--- src/rtl/spi_ram_master_arb.sv ---
// Two-requester SPI master: round-robin arbitrates RAM read/write requests and
// serialises each into two 10-bit frames over one shared SS_n/MOSI/MISO link.
module spi_ram_master_arb #(
  parameter int IDLE_GAP   = 1,
  parameter int TURNAROUND = 2
) (
  input  logic       clk,
  input  logic       rst,
  input  logic       req0_valid,
  input  logic       req0_we,
  input  logic [7:0] req0_addr,
  input  logic [7:0] req0_wdata,
  output logic       req0_ready,
  input  logic       req1_valid,
  input  logic       req1_we,
  input  logic [7:0] req1_addr,
  input  logic [7:0] req1_wdata,
  output logic       req1_ready,
  output logic       rsp_valid,
  output logic       rsp_id,
  output logic [7:0] rsp_rdata,
  output logic       busy,
  output logic       SS_n,
  output logic       MOSI,
  input  logic       MISO
);

  localparam int GW = (IDLE_GAP > 1) ? $clog2(IDLE_GAP) : 1;
  localparam int TW = (TURNAROUND > 1) ? $clog2(TURNAROUND) : 1;

  typedef enum logic [2:0] {
    S_IDLE, S_SHIFT_A, S_GAP, S_SHIFT_B, S_TURN, S_RECV, S_DONE
  } state_t;

  state_t        state;
  logic          rr_favour;
  logic [3:0]    bit_cnt;
  logic [GW-1:0] gap_cnt;
  logic [TW-1:0] turn_cnt;
  logic [9:0]    tx_sr;
  logic [6:0]    rx_sr;
  logic          cur_we;
  logic          cur_id;
  logic [7:0]    cur_wdata;

  logic       grant_any;
  logic       grant_id;
  logic       g_we;
  logic [7:0] g_addr;
  logic [7:0] g_wdata;
  logic [9:0] frame_a;
  logic [9:0] frame_b;

  // rr_favour only breaks ties; a lone requester always wins
  always_comb begin
    grant_any = (state == S_IDLE) && !rst && (req0_valid || req1_valid);
    if (req0_valid && req1_valid) grant_id = rr_favour;
    else                          grant_id = req1_valid;
  end

  assign req0_ready = grant_any && !grant_id;
  assign req1_ready = grant_any && grant_id;

  assign g_we    = grant_id ? req1_we    : req0_we;
  assign g_addr  = grant_id ? req1_addr  : req0_addr;
  assign g_wdata = grant_id ? req1_wdata : req0_wdata;

  assign frame_a = {~g_we, 1'b0, g_addr};
  assign frame_b = cur_we ? {2'b01, cur_wdata} : {2'b11, 8'h00};

  always_ff @(posedge clk) begin
    if (rst) begin
      state     <= S_IDLE;
      SS_n      <= 1'b1;
      MOSI      <= 1'b0;
      rsp_valid <= 1'b0;
      rsp_id    <= 1'b0;
      rsp_rdata <= 8'h00;
      busy      <= 1'b0;
      rr_favour <= 1'b0;
      bit_cnt   <= 4'd0;
      gap_cnt   <= '0;
      turn_cnt  <= '0;
      tx_sr     <= '0;
      rx_sr     <= '0;
      cur_we    <= 1'b0;
      cur_id    <= 1'b0;
      cur_wdata <= 8'h00;
    end else begin
      rsp_valid <= 1'b0;
      case (state)
        S_IDLE: begin
          if (grant_any) begin
            state     <= S_SHIFT_A;
            busy      <= 1'b1;
            SS_n      <= 1'b0;
            MOSI      <= frame_a[9];
            tx_sr     <= {frame_a[8:0], 1'b0};
            bit_cnt   <= 4'd9;
            cur_we    <= g_we;
            cur_id    <= grant_id;
            cur_wdata <= g_wdata;
            rr_favour <= ~grant_id;
          end
        end
        S_SHIFT_A: begin
          if (bit_cnt == 4'd0) begin
            state   <= S_GAP;
            SS_n    <= 1'b1;
            MOSI    <= 1'b0;
            gap_cnt <= GW'(IDLE_GAP - 1);
          end else begin
            bit_cnt <= bit_cnt - 4'd1;
            MOSI    <= tx_sr[9];
            tx_sr   <= {tx_sr[8:0], 1'b0};
          end
        end
        S_GAP: begin
          if (gap_cnt == '0) begin
            state   <= S_SHIFT_B;
            SS_n    <= 1'b0;
            MOSI    <= frame_b[9];
            tx_sr   <= {frame_b[8:0], 1'b0};
            bit_cnt <= 4'd9;
          end else begin
            gap_cnt <= gap_cnt - GW'(1);
          end
        end
        S_SHIFT_B: begin
          if (bit_cnt == 4'd0) begin
            MOSI <= 1'b0;
            if (cur_we) begin
              state     <= S_DONE;
              SS_n      <= 1'b1;
              rsp_valid <= 1'b1;
              rsp_id    <= cur_id;
              rsp_rdata <= 8'h00;
            end else if (TURNAROUND > 0) begin
              state    <= S_TURN;
              turn_cnt <= TW'(TURNAROUND - 1);
            end else begin
              state   <= S_RECV;
              bit_cnt <= 4'd7;
            end
          end else begin
            bit_cnt <= bit_cnt - 4'd1;
            MOSI    <= tx_sr[9];
            tx_sr   <= {tx_sr[8:0], 1'b0};
          end
        end
        S_TURN: begin
          if (turn_cnt == '0) begin
            state   <= S_RECV;
            bit_cnt <= 4'd7;
          end else begin
            turn_cnt <= turn_cnt - TW'(1);
          end
        end
        S_RECV: begin
          // the eighth bit goes straight into rsp_rdata, so only seven are staged
          rx_sr <= {rx_sr[5:0], MISO};
          if (bit_cnt == 4'd0) begin
            state     <= S_DONE;
            SS_n      <= 1'b1;
            rsp_valid <= 1'b1;
            rsp_id    <= cur_id;
            rsp_rdata <= {rx_sr, MISO};
          end else begin
            bit_cnt <= bit_cnt - 4'd1;
          end
        end
        S_DONE: begin
          state <= S_IDLE;
          busy  <= 1'b0;
        end
        default: begin
          state <= S_IDLE;
          SS_n  <= 1'b1;
          MOSI  <= 1'b0;
          busy  <= 1'b0;
        end
      endcase
    end
  end

endmodule
--- config.mk ---
export PLATFORM = sky130hd
export DESIGN_NAME = spi_ram_master_arb
export DESIGN_NICKNAME = d
export VERILOG_FILES = /design/src/rtl/spi_ram_master_arb.sv
export SDC_FILE = /design/constraint.sdc
export NUM_CORES = 1
export LEC_CHECK = 0
export CORE_AREA = 8 8 94 96
export DETAILED_ROUTE_END_ITERATION = 10
export DIE_AREA = 0 0 102 104
export PLACE_DENSITY = 0.6
export SETUP_SLACK_MARGIN = 0.5
export SLEW_MARGIN = 20
export SYNTH_ARGS = -nofsm -noshare
export SYNTH_HDL_FRONTEND = slang
export SYNTH_SLANG_ARGS = --single-unit
--- constraint.sdc ---
create_clock -name clk -period 1.7 [get_ports clk]
set_input_delay 0.34 -clock clk [delete_from_list [all_inputs] [get_ports clk]]
set_output_delay 0.34 -clock clk [all_outputs]
set_load 0.005 [all_outputs]
==> impl_summary.log <==
INFO  metric rr_startpoint = state[0]
INFO  metric drive_gt1_share = 41.63%
INFO  metric multiInputGateArea = 0.001789 mm2
INFO  metric die_width = 102 um
INFO  metric crit_arrival = 1.23 ns
INFO  metric mostFrequentLayoutCell = sky130_fd_sc_hd__nand2_1
INFO  metric design.final.nets = 446
INFO  metric ff2ff_setup_slack = 0.14 ns
INFO  metric setup_total_negative_slack = 0 ns
INFO  metric drc = 0
INFO  metric report.final.hold_viol_count = 0
INFO  metric ir_drop = 0.3778 mV
INFO  metric synth_enable_flop_cells = 0
INFO  metric synth_fp_nets = 359
INFO  metric globalRoute.totalOverflow = 0
INFO  metric worstPathMaxFanout = 2
INFO  metric detail_route.iter0.violations = 154
INFO  metric reg2reg_depth = 7
INFO  metric floorplan.die_area = 0.01061 mm2
INFO  metric routabilityCongestion = 0.7862
INFO  metric final.fill_count = 700
INFO  metric detail_route.wl_per_cell = 15.20 um
INFO  metric synth.yosys.seq_area_share = 38.36%
INFO  metric cts.htree.levels = 2
INFO  metric endpoint = req1_ready
INFO  metric cellLeakagePower = 1.614 nW
INFO  metric setup_cp_type = register to output pin
INFO  metric clkLatencyLatePin = 0.31 ns
INFO  metric run_status = completed
INFO  metric worst_slew_margin_rel = 68.39%
INFO  metric cts_root_buffer = sky130_fd_sc_hd__clkbuf_8
INFO  metric clk_pin_slew = 0.09 ns
INFO  metric most-common-layout-cells = sky130_fd_sc_hd__nand2_1 (38), sky130_fd_sc_hd__clkdlybuf4s50_1 (35), sky130_fd_sc_hd__dfxtp_1 (29), sky130_fd_sc_hd__buf_4 (28), sky130_fd_sc_hd__o21ai_0 (18)
INFO  metric cts-hold-fix-buffers = 0
INFO  metric cts_buffers = 5
INFO  metric timing.rr.end = bit_cnt[3]
INFO  metric critical_path.startpoint_type = register
INFO  metric post-route-min-period = 1.573 ns
INFO  metric worst_hold_path_type = register to register
INFO  metric fp-row-count = 32
INFO  metric setup.worst_path.end_class = output pin
INFO  metric unrepaired_setup_endpoints_after_global_routing = yes
INFO  metric finalClockSkew = 0.01003 ns
INFO  metric die_height = 104 um
INFO  metric via_density_per_instance = 5.112
INFO  metric num_antenna_cells = 0
INFO  metric synth-warning-count = 0
INFO  metric first_global_vias = 2562
INFO  metric finalSetupViolCount = 0
INFO  metric synth.cell_area = 0.002505 mm2
INFO  metric final_min_period_over_clock_period = 92.51%
INFO  metric drv_slew = 0
INFO  metric cts_num_sinks = 48
INFO  metric flow.area_growth_from_synthesis = 62.89%
INFO  metric grt_pass1_wl = 12.27 mm
INFO  metric synth_flop_cell = sky130_fd_sc_hd__dfxtp_1
INFO  metric hpwlAfterDp = 4.908 mm
INFO  metric place.port_buffers = 53
INFO  metric pre_cts_slack = -0.3745 ns
INFO  metric worst_setup_path_startpoint = state[0]
INFO  metric postSynth.asyncResetShare = 0%
INFO  metric initial_utilization = 33.64%
INFO  metric ant_nets = 0
INFO  metric synth_cell_type_count = 52
INFO  metric timing.final.ws_setup = 0.1274 ns
INFO  metric drv.max_cap_violation_count = 0
INFO  metric cts_tree = built
INFO  metric yosys_register_bits = 48
INFO  metric achievable-frequency = 635.9 MHz
INFO  metric detail_route.wirelength = 7.722 mm
INFO  metric max-clock-path-buffers = 2
INFO  metric regArea = 989.7 um2
INFO  metric pin_count = 54
INFO  metric syn_area_per_cell = 7.877 um2
INFO  metric synthCells = 318
INFO  metric worst-endpoint-required = 1.36 ns
INFO  metric power_density = 978.0 mW/mm2
INFO  metric grt_usage = 14.10%
INFO  metric grt_antenna_before_repair = 0
INFO  metric core = 0.007447 mm2
INFO  metric via_count = 2597
INFO  metric grt_start_max_net_pins = 38
INFO  metric timing_worst_slew_pin_value = 0.4741 ns
INFO  metric total_power = 3.991 mW
INFO  metric detail_route.first_pass.iterations = 4
-- sequential cells by signal (all words and copies together) (netlist names), 3 cells and up --
name	count
rx_sr	7
cur_wdata	8
state	3
rsp_rdata	8
bit_cnt	4
tx_sr	9
-- cells in the mapped netlist, drive strengths merged, types with 2 or more instances --
library cell  number  area, um2
inv                7      26.27
or2                2      12.51
a32o               2      20.02
nor3               5      36.29
nand2             50      187.7
nor3b              2      20.02
or3                2      17.52
mux2i              3      30.03
a21boi            11      82.58
nor2b              3      18.77
nand3             25      125.1
a21oi             23      115.1
a311oi            10      93.84
and3               9      56.30
ha                 2      25.02
a31oi              9      56.30
o21ai             29      148.9
buf               12      73.82
dfxtp             48      960.9
clkbuf            13      48.80
a221oi             2      17.52
nand2b            10      62.56
nor2              22      101.4
a211oi             2      27.53
-- area by class of cell --
class | count | share of cell area (%)
Clock inverter | 2 | 0.8586
Tap cell | 102 | 3.128
Multi-Input combinational cell | 240 | 43.85
Inverter | 7 | 0.6440
Clock buffer | 6 | 1.779
Timing Repair Buffer | 103 | 25.48
Sequential cell | 48 | 24.26
-- kinds of logic (layout without fill, tap and decap cells) --
group | after synthesis | count (layout) | share of synthesized area (%)
mux | 3 | 3 | 1.199
fa+ha+maj | 2 | 2 | 0.9988
flops | 48 | 48 | 38.36
simple gates | 134 | 135 | 27.17
compound gates | 99 | 100 | 26.32
buf+inv | 32 | 118 | 5.944
-- critical path: stages (launching register included) --
cell and delay (ns):
sky130_fd_sc_hd__dfxtp_2 0.35, sky130_fd_sc_hd__nor3_4 0.24, sky130_fd_sc_hd__nand3_2 0.11, sky130_fd_sc_hd__nor2_1 0.12, sky130_fd_sc_hd__buf_2 0.12
-- worst min path at each step --
stage	from	to	cells after the start
after global routing	rsp_rdata[0]	rsp_rdata[0]	2
after detailed placement	rsp_rdata[5]	rsp_rdata[5]	2
final	rsp_rdata[5]	rsp_rdata[5]	2
after floorplan	cur_id	rsp_id	2
after CTS	rsp_rdata[5]	rsp_rdata[5]	2
after global placement	rsp_rdata[3]	rsp_rdata[3]	2
-- report_power, final --
part / total [mW] / switching [mW] / internal (mW)
Sequential: 1.41 / 0.118 / 1.29
Combinational: 1.76 / 0.795 / 0.961
Clock: 0.828 / 0.391 / 0.437
Total: 3.99 / 1.30 / 2.69
-- metrics by stage --
stage	hold slack [ns]	cell area (um2)	cells	utilization, %
floorplan	0.4326	2643	318	-
global placement	0.4383	3359	471	45.11
detailed placement	0.4439	3359	471	45.11
CTS	0.4529	3794	494	50.94
global route	0.4771	4080	508	54.79
finish	0.4485	4080	508	54.79
-- repair_timing --
action,in CTS,in global routing
pin swaps,15,27
cloned,5,2
endpoints found under the setup margin,61,62
setup buffers,10,12
gates resized for setup,88,75
-- metal layers --
layer | share of wire (%) | global-route usage [%] | up-vias
met5 | 0 | 0 | -
met4 | 1.1 | 4.197 | 0
met3 | 4.5 | 3.614 | 5
met2 | 46 | 21.41 | 53
met1 | 48 | 18.91 | 1219
li1 | - | - | 1320
Power figures use the tool's default switching activity.
